$ cat config.mk
export PLATFORM = sky130hd
export DESIGN_NAME = dm_arbiter
export DESIGN_NICKNAME = d
export VERILOG_FILES = /design/src/rtl/dm_arbiter.sv
export SDC_FILE = /design/constraint.sdc
export NUM_CORES = 1
export LEC_CHECK = 0
export BUFFER_PORTS_ARGS = -buffer_cell sky130_fd_sc_hd__buf_2
export CAP_MARGIN = 30
export CORE_AREA = 2 2 123 125
export DETAILED_ROUTE_END_ITERATION = 6
export DIE_AREA = 0 0 125 127
export HOLD_SLACK_MARGIN = 0.12
export PLACE_DENSITY_LB_ADDON = 0.05
export SKIP_LAST_GASP = 1
export SLEW_MARGIN = 20
export SYNTH_ARGS = -nofsm -noshare
export SYNTH_HDL_FRONTEND = slang
export SYNTH_SLANG_ARGS = --single-unit
$ cat constraint.sdc
create_clock -name Clk -period 5.6 [get_ports Clk]
set_clock_uncertainty 0.2 [all_clocks]
set_input_delay 0.28 -clock Clk [delete_from_list [all_inputs] [get_ports Clk]]
set_output_delay 0.28 -clock Clk [all_outputs]
set_load 0.01 [all_outputs]
$ cat src/rtl/dm_arbiter.sv
// Two-port round-robin arbiter and sequencer for the shared single-port data memory.
// Port 0 is the CPU load/store path, port 1 the loader/debug path.
module dm_arbiter #(
  parameter int LAT = 2,
  parameter int AW  = 32,
  parameter int DW  = 32
) (
  input  logic          Clk,
  input  logic          Reset,
  input  logic          Req0,
  input  logic          Req1,
  input  logic          Wr0,
  input  logic          Wr1,
  input  logic [AW-1:0] Ad0,
  input  logic [AW-1:0] Ad1,
  input  logic [DW-1:0] WD0,
  input  logic [DW-1:0] WD1,
  input  logic [3:0]    BE0,
  input  logic [3:0]    BE1,
  output logic          Gnt0,
  output logic          Gnt1,
  output logic          Done0,
  output logic          Done1,
  output logic [DW-1:0] RD0,
  output logic [DW-1:0] RD1,
  output logic          MemEn,
  output logic [3:0]    MemWe,
  output logic [AW-1:0] MemAd,
  output logic [DW-1:0] MemWD,
  input  logic [DW-1:0] MemRD,
  output logic          Stall
);

  localparam int CW = $clog2(LAT) + 1;

  typedef enum logic [1:0] {IDLE, ISSUE, WAIT, DONE} state_t;

  state_t        state_q, state_d;
  logic          owner_q, owner_d;
  logic          last_q, last_d;
  logic          wr_q, wr_d;
  logic [CW-1:0] cnt_q, cnt_d;
  logic          gnt0_q, gnt0_d, gnt1_q, gnt1_d;
  logic          done0_q, done0_d, done1_q, done1_d;
  logic          mem_en_q, mem_en_d;
  logic [3:0]    mem_we_q, mem_we_d;
  logic [AW-1:0] mem_ad_q, mem_ad_d;
  logic [DW-1:0] mem_wd_q, mem_wd_d;
  logic [DW-1:0] rd0_q, rd0_d, rd1_q, rd1_d;
  logic          pick_s;
  logic          finish_s;
  logic          capture_s;

  // Next-state and next-output logic for the access sequencer.
  always_comb begin
    state_d   = state_q;
    owner_d   = owner_q;
    last_d    = last_q;
    wr_d      = wr_q;
    cnt_d     = cnt_q;
    gnt0_d    = gnt0_q;
    gnt1_d    = gnt1_q;
    done0_d   = 1'b0;
    done1_d   = 1'b0;
    mem_en_d  = 1'b0;
    mem_we_d  = 4'b0000;
    mem_ad_d  = mem_ad_q;
    mem_wd_d  = mem_wd_q;
    rd0_d     = rd0_q;
    rd1_d     = rd1_q;
    finish_s  = 1'b0;
    capture_s = 1'b0;
    // On a tie the port that did not win last time goes first.
    pick_s    = (Req0 & Req1) ? ~last_q : Req1;

    case (state_q)
      IDLE: begin
        if (Req0 | Req1) begin
          owner_d  = pick_s;
          last_d   = pick_s;
          wr_d     = pick_s ? Wr1 : Wr0;
          mem_ad_d = pick_s ? Ad1 : Ad0;
          mem_wd_d = pick_s ? WD1 : WD0;
          mem_we_d = (pick_s ? Wr1 : Wr0) ? (pick_s ? BE1 : BE0) : 4'b0000;
          mem_en_d = 1'b1;
          gnt0_d   = ~pick_s;
          gnt1_d   = pick_s;
          state_d  = ISSUE;
        end else begin
          state_d = IDLE;
        end
      end
      ISSUE: begin
        if (wr_q) begin
          finish_s = 1'b1;
        end else if (LAT == 1) begin
          finish_s  = 1'b1;
          capture_s = 1'b1;
        end else begin
          cnt_d   = CW'(LAT - 1);
          state_d = WAIT;
        end
      end
      WAIT: begin
        cnt_d = cnt_q - CW'(1);
        if (cnt_d == CW'(0)) begin
          finish_s  = 1'b1;
          capture_s = 1'b1;
        end else begin
          state_d = WAIT;
        end
      end
      DONE: begin
        gnt0_d  = 1'b0;
        gnt1_d  = 1'b0;
        state_d = IDLE;
      end
      default: begin
        gnt0_d  = 1'b0;
        gnt1_d  = 1'b0;
        state_d = IDLE;
      end
    endcase

    if (finish_s) begin
      state_d = DONE;
      done0_d = ~owner_q;
      done1_d = owner_q;
    end else begin
      done0_d = 1'b0;
      done1_d = 1'b0;
    end

    if (capture_s && owner_q) begin
      rd1_d = MemRD;
    end else if (capture_s) begin
      rd0_d = MemRD;
    end else begin
      rd0_d = rd0_q;
      rd1_d = rd1_q;
    end
  end

  // State, operand and output registers; reset abandons any access in flight.
  always_ff @(posedge Clk or posedge Reset) begin
    if (Reset) begin
      state_q  <= IDLE;
      owner_q  <= 1'b0;
      last_q   <= 1'b1;
      wr_q     <= 1'b0;
      cnt_q    <= '0;
      gnt0_q   <= 1'b0;
      gnt1_q   <= 1'b0;
      done0_q  <= 1'b0;
      done1_q  <= 1'b0;
      mem_en_q <= 1'b0;
      mem_we_q <= 4'b0000;
      mem_ad_q <= '0;
      mem_wd_q <= '0;
      rd0_q    <= '0;
      rd1_q    <= '0;
    end else begin
      state_q  <= state_d;
      owner_q  <= owner_d;
      last_q   <= last_d;
      wr_q     <= wr_d;
      cnt_q    <= cnt_d;
      gnt0_q   <= gnt0_d;
      gnt1_q   <= gnt1_d;
      done0_q  <= done0_d;
      done1_q  <= done1_d;
      mem_en_q <= mem_en_d;
      mem_we_q <= mem_we_d;
      mem_ad_q <= mem_ad_d;
      mem_wd_q <= mem_wd_d;
      rd0_q    <= rd0_d;
      rd1_q    <= rd1_d;
    end
  end

  assign Gnt0  = gnt0_q;
  assign Gnt1  = gnt1_q;
  assign Done0 = done0_q;
  assign Done1 = done1_q;
  assign RD0   = rd0_q;
  assign RD1   = rd1_q;
  assign MemEn = mem_en_q;
  assign MemWe = mem_we_q;
  assign MemAd = mem_ad_q;
  assign MemWD = mem_wd_q;
  // Released in the Done0 cycle so the PC moves on the edge that ends it.
  assign Stall = Req0 & ~done0_q;

endmodule

==> results of run 1 <==
## Yosys cell counts, types with 2 or more instances
library cell  count
a22o_1            3
a21oi_2           4
o21ai_0           4
nor2_1           66
buf_4             2
nand2b_1          2
buf_2            25
nand2_1          78
inv_1             7
clkbuf_1          9
a21oi_1         131
ha_1              5
nand3_1           3
mux2_2           64
nor2b_1           3
dfrtp_1         143
## layer usage
metal,track usage,part of all wire,vias to the layer above
met2,0.452,0.51,296
met5,0,0,-
li1,-,-,2841
met4,0.110,0.028,0
met3,0.0691,0.071,40
met1,0.296,0.39,2983
## sequential cells by signal (all words and copies together), names as in the netlist, 2 cells and up
register,cells
RD1,32
MemWD,32
RD0,32
MemAd,32
MemWe,4
state_q,2
cnt_q,2
## what timing repair did
action	CTS	global route
setup endpoints to repair	0	0
setup buffers	0	0
hold buffers	171	0
hold endpoints to repair	240	0
## cell families after synthesis
family	count (synthesis)	share of synthesized area
AND/OR/NAND/NOR	154	0.0998
AO/OA/AOI/OAI	151	0.136
flip-flops	144	0.599
multiplexers	64	0.120
buffers and inverters	44	0.0351
adder cells (fa/ha/maj)	5	0.0104
## final cells by class
class | instances | area share
Sequential cell | 144 | 0.356
Timing Repair Buffer | 489 | 0.330
Multi-Input combinational cell | 374 | 0.219
Clock buffer | 18 | 0.0434
Clock inverter | 14 | 0.0258
Tap cell | 184 | 0.0227
Inverter | 7 | 0.00334
## worst paths after layout
check,from,end,slack (ns),cells after the start
setup / recovery,Req1,MemAd[24]$_DFFE_PP0P_,2.62,7
hold / removal,Wr0,wr_q$_DFFE_PP0P_,0.15,4
setup reg to reg,state_q[0]$_DFFE_PP0P_,MemAd[24]$_DFFE_PP0P_,2.86,7
hold reg to reg,owner_q$_DFFE_PP0P_,Done0$_DFF_PP0_,0.29,1
max in group asynchronous,Reset,last_q$_DFFE_PP1P_,3.71,5
min in group asynchronous,Reset,RD1[29]$_DFFE_PP0P_,0.23,3
## tightest hold or removal path: stages
cell     delay (ns)
buf_2          0.09
inv_1          0.04
o32a_2         0.23
nand2_1        0.07
## power groups by stage
stage / clock network [mW] / logic (mW) / registers, mW
after floorplan: 0 / 1.01 / 2.07
after global routing: 1.41 / 2.82 / 1.91
final: 1.34 / 2.59 / 1.84
after detailed placement: 0 / 2.07 / 1.84
after global placement: 0 / 2.02 / 1.82
after CTS: 1.36 / 2.55 / 1.84
==> impl_metrics.json, run 1 <==
{
  "area_delta_synth_final_pct": 68.3,
  "core_um2": 14400,
  "antenna_left": 0,
  "final_cell_mix": "buf_2 (311), dlygate4sd3_1 (171), dfrtp_1 (143)",
  "final_cells": 1230,
  "crit_required_ns": 5.75,
  "track_usage": 0.257,
  "worst_pin_slew_ns": 0.769,
  "crit_path_max_fanout": 49,
  "power_density_nw_per_um2": 569,
  "path_delay_family": "buffers and inverters",
  "ys_types": 29,
  "max-clock-path-buffers": 2,
  "synth_edf_count": 0,
  "path_cells": "dlygate4sd3_1 -> buf_2 -> a21boi_4 -> buf_4 -> a21oi_1 -> a21oi_1 -> dlygate4sd3_1",
  "swShare": 0.340,
  "antenna_found_initial": 0,
  "relSlewSlack": 0.487,
  "final_area_um2": 10100,
  "synthTopCellsByArea": "dfrtp_1 (59%), mux2_2 (12%), a21oi_1 (11%), nand2_1 (4.9%), nor2_1 (4.1%)",
  "final_core_utilization": 0.702,
  "placed_area_um2": 7690,
  "p_leak_nw": 4.89,
  "clkTransAtPathRegs_ns": 0.06,
  "synth_warnings": 0,
  "dieArea_um2": 15900,
  "viasPerCell": 5.01,
  "num_vias": 6160,
  "setup_slack_ns": 2.62,
  "max_freq_mhz": 336,
  "grt_max_degree": 107,
  "slew_violations": 0,
  "synth-seq-area-share": 0.599,
  "slowest_delay_ns": 0.60,
  "die_h_um": 127,
  "min_period_ns": 2.98,
  "hp-class": "in -> reg",
  "vdd_ir_drop_max_mv": 0.258,
  "htreeDepth": 4,
  "nets": 1212,
  "cts_resized": 0,
  "clock_sinks": 144,
  "p_comb_frac": 0.449,
  "grt_pass1_vias": 6562,
  "drt_iter0_markers": 308,
  "yosys.area.top_type": "dfrtp_1",
  "crit_buf_inv": 4,
  "cellInternalPower_mw": 3.81,
  "remaining_drc_errors": 0,
  "num-fill-cells": 1090,
  "multiInputGateArea_um2": 2220,
  "layout_commonest_cell": "buf_2",
  "preCtsSetupSlack_ns": 3.34,
  "grt_remaining_overflow": 0,
  "finalWeightedCongestion": 0.803,
  "drt_wl_total_mm": 20.3,
  "finalCritPeriodShare": 0.532,
  "ios": 312,
  "fin_setup_tns_ns": 0,
  "cts_made_buffers": 17,
  "grt_pass1_wl_mm": 32.7,
  "synth_ff_type": "dfrtp_1",
  "diodes": 0,
  "clkPwrFrac": 0.232,
  "clockRootBuffer": "clkbuf_16",
  "start_util": 0.417,
  "insertion_delay_ns": 0.41,
  "hold_viol": 0,
  "power_mw": 5.77,
  "rsz0062_at_grt": "no",
  "fin_hold_ws_ns": 0.150,
  "ff_latch_area_um2": 3600,
  "drive_above_1_share": 0.406,
  "cts_tree": "built",
  "rows": 44,
  "setup_violations": 0,
  "async_flop_share": 1.00,
  "maxCapViolCount": 0,
  "synth_area_um2": 6020,
  "synth_area_per_cell_um2": 10.7,
  "critPathSlowestCell": "dlygate4sd3_1",
  "critical_path.startpoint_type": "input pin",
  "seqPwrFrac": 0.319,
  "cp.arrival_ns": 3.13,
  "hpwl_mm": 12.4,
  "drt_first_pass_iters": 5,
  "wire_per_inst_um": 16.5,
  "ys_ff_latch": 144,
  "status": "finished clean",
  "dpl.cell_count": 1026,
  "p_switching_mw": 1.96,
  "portBuffers": 311,
  "yosys.area.top_type_share": 0.595,
  "end_kind": "register",
  "die-width_um": 125,
  "critPathKind": "in -> reg",
  "synth_fp_nets": 741,
  "netlist_instances": 562
}
(Power assumes the default switching activity.)
==> run 2, diff against run 1 <==
- clock period: 5.6 -> 2.95 ns (I/O delays scaled with it)
==> run 2 against run 1 <==
Compared with the run above: total power rose by 92%; global-route usage decreased by 0.27 points; hold slack improved by 0.067 ns; first-iteration DRC count increased by 3.9%; flip-flop and latch count stayed put; final area is 0.88% higher; clock-buffer cell count decreased by 1; register-to-register slack got worse by 2.6 ns; non-clock buffer count increased by 6; sequential share of layout area decreased by 0.31 points; critical path type is now reg -> reg; critical endpoint unchanged.
==> impl_metrics.json, run 2 (synthesis results as in run 1) <==
{
  "status": "finished clean",
  "ff_latch_area_um2": 3600,
  "path_cells": "inv_1 -> ha_2 -> o21ai_4 -> buf_4 -> a21oi_1 -> a21oi_1 -> dlygate4sd3_1",
  "grt_remaining_overflow": 0,
  "drt_first_pass_iters": 5,
  "cellInternalPower_mw": 7.33,
  "clock_sinks": 144,
  "slew_violations": 0,
  "die_h_um": 127,
  "crit_required_ns": 3.10,
  "maxCapViolCount": 0,
  "finalWeightedCongestion": 0.799,
  "worst_pin_slew_ns": 0.742,
  "nets": 1218,
  "cpMostUsedCell": "a21oi_1",
  "relSlewSlack": 0.505,
  "core_um2": 14400,
  "grt_pass1_wl_mm": 32.2,
  "power_density_nw_per_um2": 1080,
  "p_comb_frac": 0.449,
  "wire_per_inst_um": 16.4,
  "clkPwrFrac": 0.234,
  "critPathKind": "reg -> reg",
  "hp-class": "in -> async",
  "cp.arrival_ns": 2.85,
  "cts_setup_buffers": 0,
  "drive_above_1_share": 0.406,
  "end_kind": "register",
  "insertion_delay_ns": 0.41,
  "preCtsSetupSlack_ns": 0.800,
  "drt_iter0_markers": 320,
  "power_mw": 11.1,
  "area_delta_synth_final_pct": 69.7,
  "htreeDepth": 4,
  "grtUsageMet1": 0.283,
  "multiInputGateArea_um2": 2220,
  "die-width_um": 125,
  "final_area_um2": 10200,
  "use_met3": 0.0695,
  "clkTransAtPathRegs_ns": 0.06,
  "start_util": 0.417,
  "max_freq_mhz": 370,
  "rsz0062_at_grt": "no",
  "viasPerCell": 4.96,
  "use_met2": 0.453,
  "swShare": 0.337,
  "num-fill-cells": 1093,
  "hold_viol": 0,
  "drt_wl_total_mm": 20.3,
  "hpwl_mm": 12.6,
  "p_switching_mw": 3.73,
  "grt-busiest-layer": "met2",
  "critical_path.startpoint_type": "register",
  "crit_path_max_fanout": 54,
  "cts_made_buffers": 17,
  "remaining_drc_errors": 0,
  "setup_slack_ns": 0.244,
  "final_cell_mix": "buf_2 (311), dlygate4sd3_1 (175), dfrtp_1 (143)",
  "ios": 312,
  "cts_tree": "built",
  "slowest_delay_ns": 0.61,
  "num_vias": 6146,
  "rows": 44,
  "setup_violations": 0,
  "track_usage": 0.254,
  "finalCritPeriodShare": 0.917,
  "grt_pass1_vias": 6531,
  "critPathSlowestCell": "dlygate4sd3_1",
  "clockRootBuffer": "clkbuf_16",
  "portBuffers": 311,
  "crit_buf_inv": 3,
  "antenna_left": 0,
  "fin_setup_tns_ns": 0,
  "grt_max_degree": 74,
  "fin_hold_ws_ns": 0.217,
  "max-clock-path-buffers": 2,
  "p_leak_nw": 4.93,
  "min_period_ns": 2.71,
  "layout_commonest_cell": "buf_2",
  "dieArea_um2": 15900,
  "seqPwrFrac": 0.316,
  "placed_area_um2": 7740,
  "antenna_found_initial": 2,
  "vdd_ir_drop_max_mv": 0.478,
  "path_delay_family": "buffers and inverters"
}
-- run 2: cell count changes in the layout (fill, tap and decap cells not counted), sizes merged --
cell | previous run | this run
bufinv | 7 | 8
clkbuf | 18 | 17
buf | 318 | 320
clkinvlp | 2 | 1
dlygate4sd3 | 171 | 175
diode | 0 | 3
-- run 2: power groups by stage --
stage               registers [mW]  logic, mW  clock network, mW
floorplan                     3.93       1.91                  0
global placement              3.47       3.86                  0
detailed placement            3.51       3.97                  0
CTS                           3.49       4.90               2.63
global route                  3.62       5.40               2.72
finish                        3.50       4.97               2.59
-- run 2: path summary, 6_finish.rpt --
check	from	endpoint	slack, ns	depth (start not counted)
setup / recovery	state_q[0]$_DFFE_PP0P_	MemAd[24]$_DFFE_PP0P_	0.24	7
hold / removal	Reset	RD0[29]$_DFFE_PP0P_	0.22	4
setup reg to reg	state_q[0]$_DFFE_PP0P_	MemAd[24]$_DFFE_PP0P_	0.24	7
hold reg to reg	owner_q$_DFFE_PP0P_	Done0$_DFF_PP0_	0.29	1
max in group asynchronous	Reset	last_q$_DFFE_PP1P_	2.00	4
min in group Clk	owner_q$_DFFE_PP0P_	Done0$_DFF_PP0_	0.29	1
-- run 2: worst reg2reg max path, stage by stage (launching register included) --
cell           delay [ns]
dfrtp_1              0.39
inv_1                0.08
ha_2                 0.26
o21ai_4              0.19
buf_4                0.59
a21oi_1              0.13
a21oi_1              0.20
dlygate4sd3_1        0.61
-- run 2: routing by layer --
| metal | part of all wire | routed length, µm |
|---|---|---|
| met3 | 0.075 | 1510 |
| met2 | 0.51 | 10400 |
| met1 | 0.38 | 7770 |
| met5 | 0 | 0 |
| met4 | 0.030 | 613 |
-- run 2: metrics by stage --
step,cells,utilization
after floorplan,562,-
after global placement,1029,0.537
after detailed placement,1029,0.537
after CTS,1235,0.708
after global routing,1237,0.708
final,1238,0.708
-- run 2: timing repair --
item | in CTS | in global routing
setup endpoints to repair | 0 | 3
gates resized for setup | 0 | 1
hold buffers | 175 | 0
hold endpoints to repair | 280 | 0
-- run 2: cell type report --
class	count	share of cell area
inverter	7	0.00294
clock buffer	17	0.0416
antenna	3	0.000735
clock inverter	14	0.0279
tap	184	0.0225
sequential	144	0.353
multi-input combinational	374	0.217
timing repair buffer	495	0.334
==> run 3, diff against run 2 <==
- clock period: 2.95 -> 3.2 ns (I/O delays scaled with it)
==> run 3 against run 2 <==
Compared with the run above: via count shrank 1.2%; die area unchanged; worst setup slack better by 0.14 ns; clock power decreased by 17%.
==> impl_metrics.json, run 3 (synthesis results as in run 1) <==
{
  "worst_pin_slew_ns": 0.860,
  "antenna_found_initial": 0,
  "critPathKind": "reg -> reg",
  "cp.arrival_ns": 2.96,
  "critPathSlowestCell": "dlygate4sd3_1",
  "min_period_ns": 2.81,
  "crit_path_max_fanout": 37,
  "ios": 312,
  "final_core_utilization": 0.703,
  "final_cell_mix": "buf_2 (311), dlygate4sd3_1 (175), dfrtp_1 (143)",
  "layout_commonest_cell": "buf_2",
  "path_cells": "inv_1 -> ha_1 -> o21ai_4 -> inv_2 -> buf_12 -> nor2_1 -> a21oi_1 -> dlygate4sd3_1",
  "die-width_um": 125,
  "hp-class": "reg -> reg",
  "drt_wl_total_mm": 19.7,
  "status": "finished clean",
  "multiInputGateArea_um2": 2220,
  "final_cells": 1235,
  "drt_iter0_markers": 333,
  "remaining_drc_errors": 0,
  "die_h_um": 127,
  "finalWeightedCongestion": 0.802,
  "track_usage": 0.245,
  "rsz0062_at_grt": "no",
  "preCtsSetupSlack_ns": 1.02,
  "num-fill-cells": 1082,
  "max_freq_mhz": 356,
  "nets": 1217,
  "rows": 44,
  "dpl.cell_count": 1028,
  "cts_setup_buffers": 0,
  "fin_setup_tns_ns": 0,
  "insertion_delay_ns": 0.41,
  "grt_remaining_overflow": 0,
  "viasPerCell": 4.92,
  "maxCapViolCount": 0,
  "vdd_ir_drop_max_mv": 0.507,
  "p_leak_nw": 4.89,
  "num_vias": 6071,
  "slowest_delay_ns": 0.60,
  "clkTransAtPathRegs_ns": 0.06,
  "grt_pass1_wl_mm": 31.3,
  "hold_viol": 0,
  "hpwl_mm": 12.5,
  "critical_path.startpoint_type": "register",
  "start_util": 0.417,
  "clock_sinks": 144,
  "cts_tree": "built",
  "relSlewSlack": 0.427,
  "cts_made_buffers": 17,
  "clockRootBuffer": "clkbuf_16",
  "wire_per_inst_um": 16.0,
  "drive_above_1_share": 0.404,
  "area_delta_synth_final_pct": 68.4,
  "power_density_nw_per_um2": 980,
  "finalCritPeriodShare": 0.879,
  "grt_pass1_vias": 6297,
  "max-clock-path-buffers": 2,
  "antenna_left": 0,
  "end_kind": "register",
  "ff_latch_area_um2": 3600,
  "dieArea_um2": 15900,
  "htreeDepth": 4,
  "grt_max_degree": 79,
  "setup_slack_ns": 0.389,
  "slew_violations": 0,
  "setup_violations": 0,
  "crit_required_ns": 3.34,
  "diodes": 0,
  "portBuffers": 311,
  "fin_hold_ws_ns": 0.295,
  "core_um2": 14400,
  "drt_first_pass_iters": 7
}
## run 3: cell type report
cell class | count | share of cell area
sequential | 144 | 0.356
timing repair buffer | 494 | 0.336
multi-input combinational | 374 | 0.219
clock buffer | 18 | 0.0423
tap | 184 | 0.0227
clock inverter | 14 | 0.0212
inverter | 7 | 0.00296
## run 3: worst max-delay path, delay by kind of cell, from the launching register on
| family | cells | cell delay, ns |
|---|---|---|
| AND/OR/NAND/NOR | 1 | 0.07 |
| buffers and inverters | 4 | 1.41 |
| adder cells (fa/ha/maj) | 1 | 0.37 |
| flip-flops | 1 | 0.41 |
| AO/OA/AOI/OAI | 2 | 0.26 |
## run 3: through the flow
stage / cell area [µm²] / total power, mW
after floorplan: 6020 / 5.38
after global routing: 10100 / 10.5
after CTS: 10100 / 9.93
final: 10100 / 9.93
after detailed placement: 7740 / 6.87
after global placement: 7740 / 6.76
## run 3: repair_timing
item	CTS	global route
hold endpoints to repair	279	0
endpoints found under the setup margin	0	0
gates resized for setup	0	0
hold buffers	175	0
## run 3: routing by layer
layer,share of wire,track usage,routed length (µm),up-vias
met5,0,0,0,-
met4,0.031,0.103,606,0
met3,0.063,0.0586,1250,46
met2,0.51,0.424,9990,246
met1,0.40,0.294,7860,2919
li1,-,-,-,2860
## run 3: path summary, 6_finish.rpt
kind,startpoint,to,slack [ns],depth (start not counted)
min in group asynchronous,Reset,RD0[1]$_DFFE_PP0P_,0.32,4
max reg2reg,state_q[1]$_DFFE_PP0P_,MemAd[23]$_DFFE_PP0P_,0.39,8
min,owner_q$_DFFE_PP0P_,Done0$_DFF_PP0_,0.30,1
max in group asynchronous,Reset,RD1[10]$_DFFE_PP0P_,1.84,4
min reg2reg,owner_q$_DFFE_PP0P_,Done0$_DFF_PP0_,0.30,1
max,state_q[1]$_DFFE_PP0P_,MemAd[23]$_DFFE_PP0P_,0.39,8
## run 3: report_power, final
| group | leakage [nW] | switching (mW) | internal [mW] |
|---|---|---|---|
| Clock | 0.310 | 0.771 | 1.38 |
| Sequential | 1.66 | 0.493 | 2.74 |
| Combinational | 2.92 | 2.14 | 2.40 |
| Total | 4.89 | 3.41 | 6.52 |
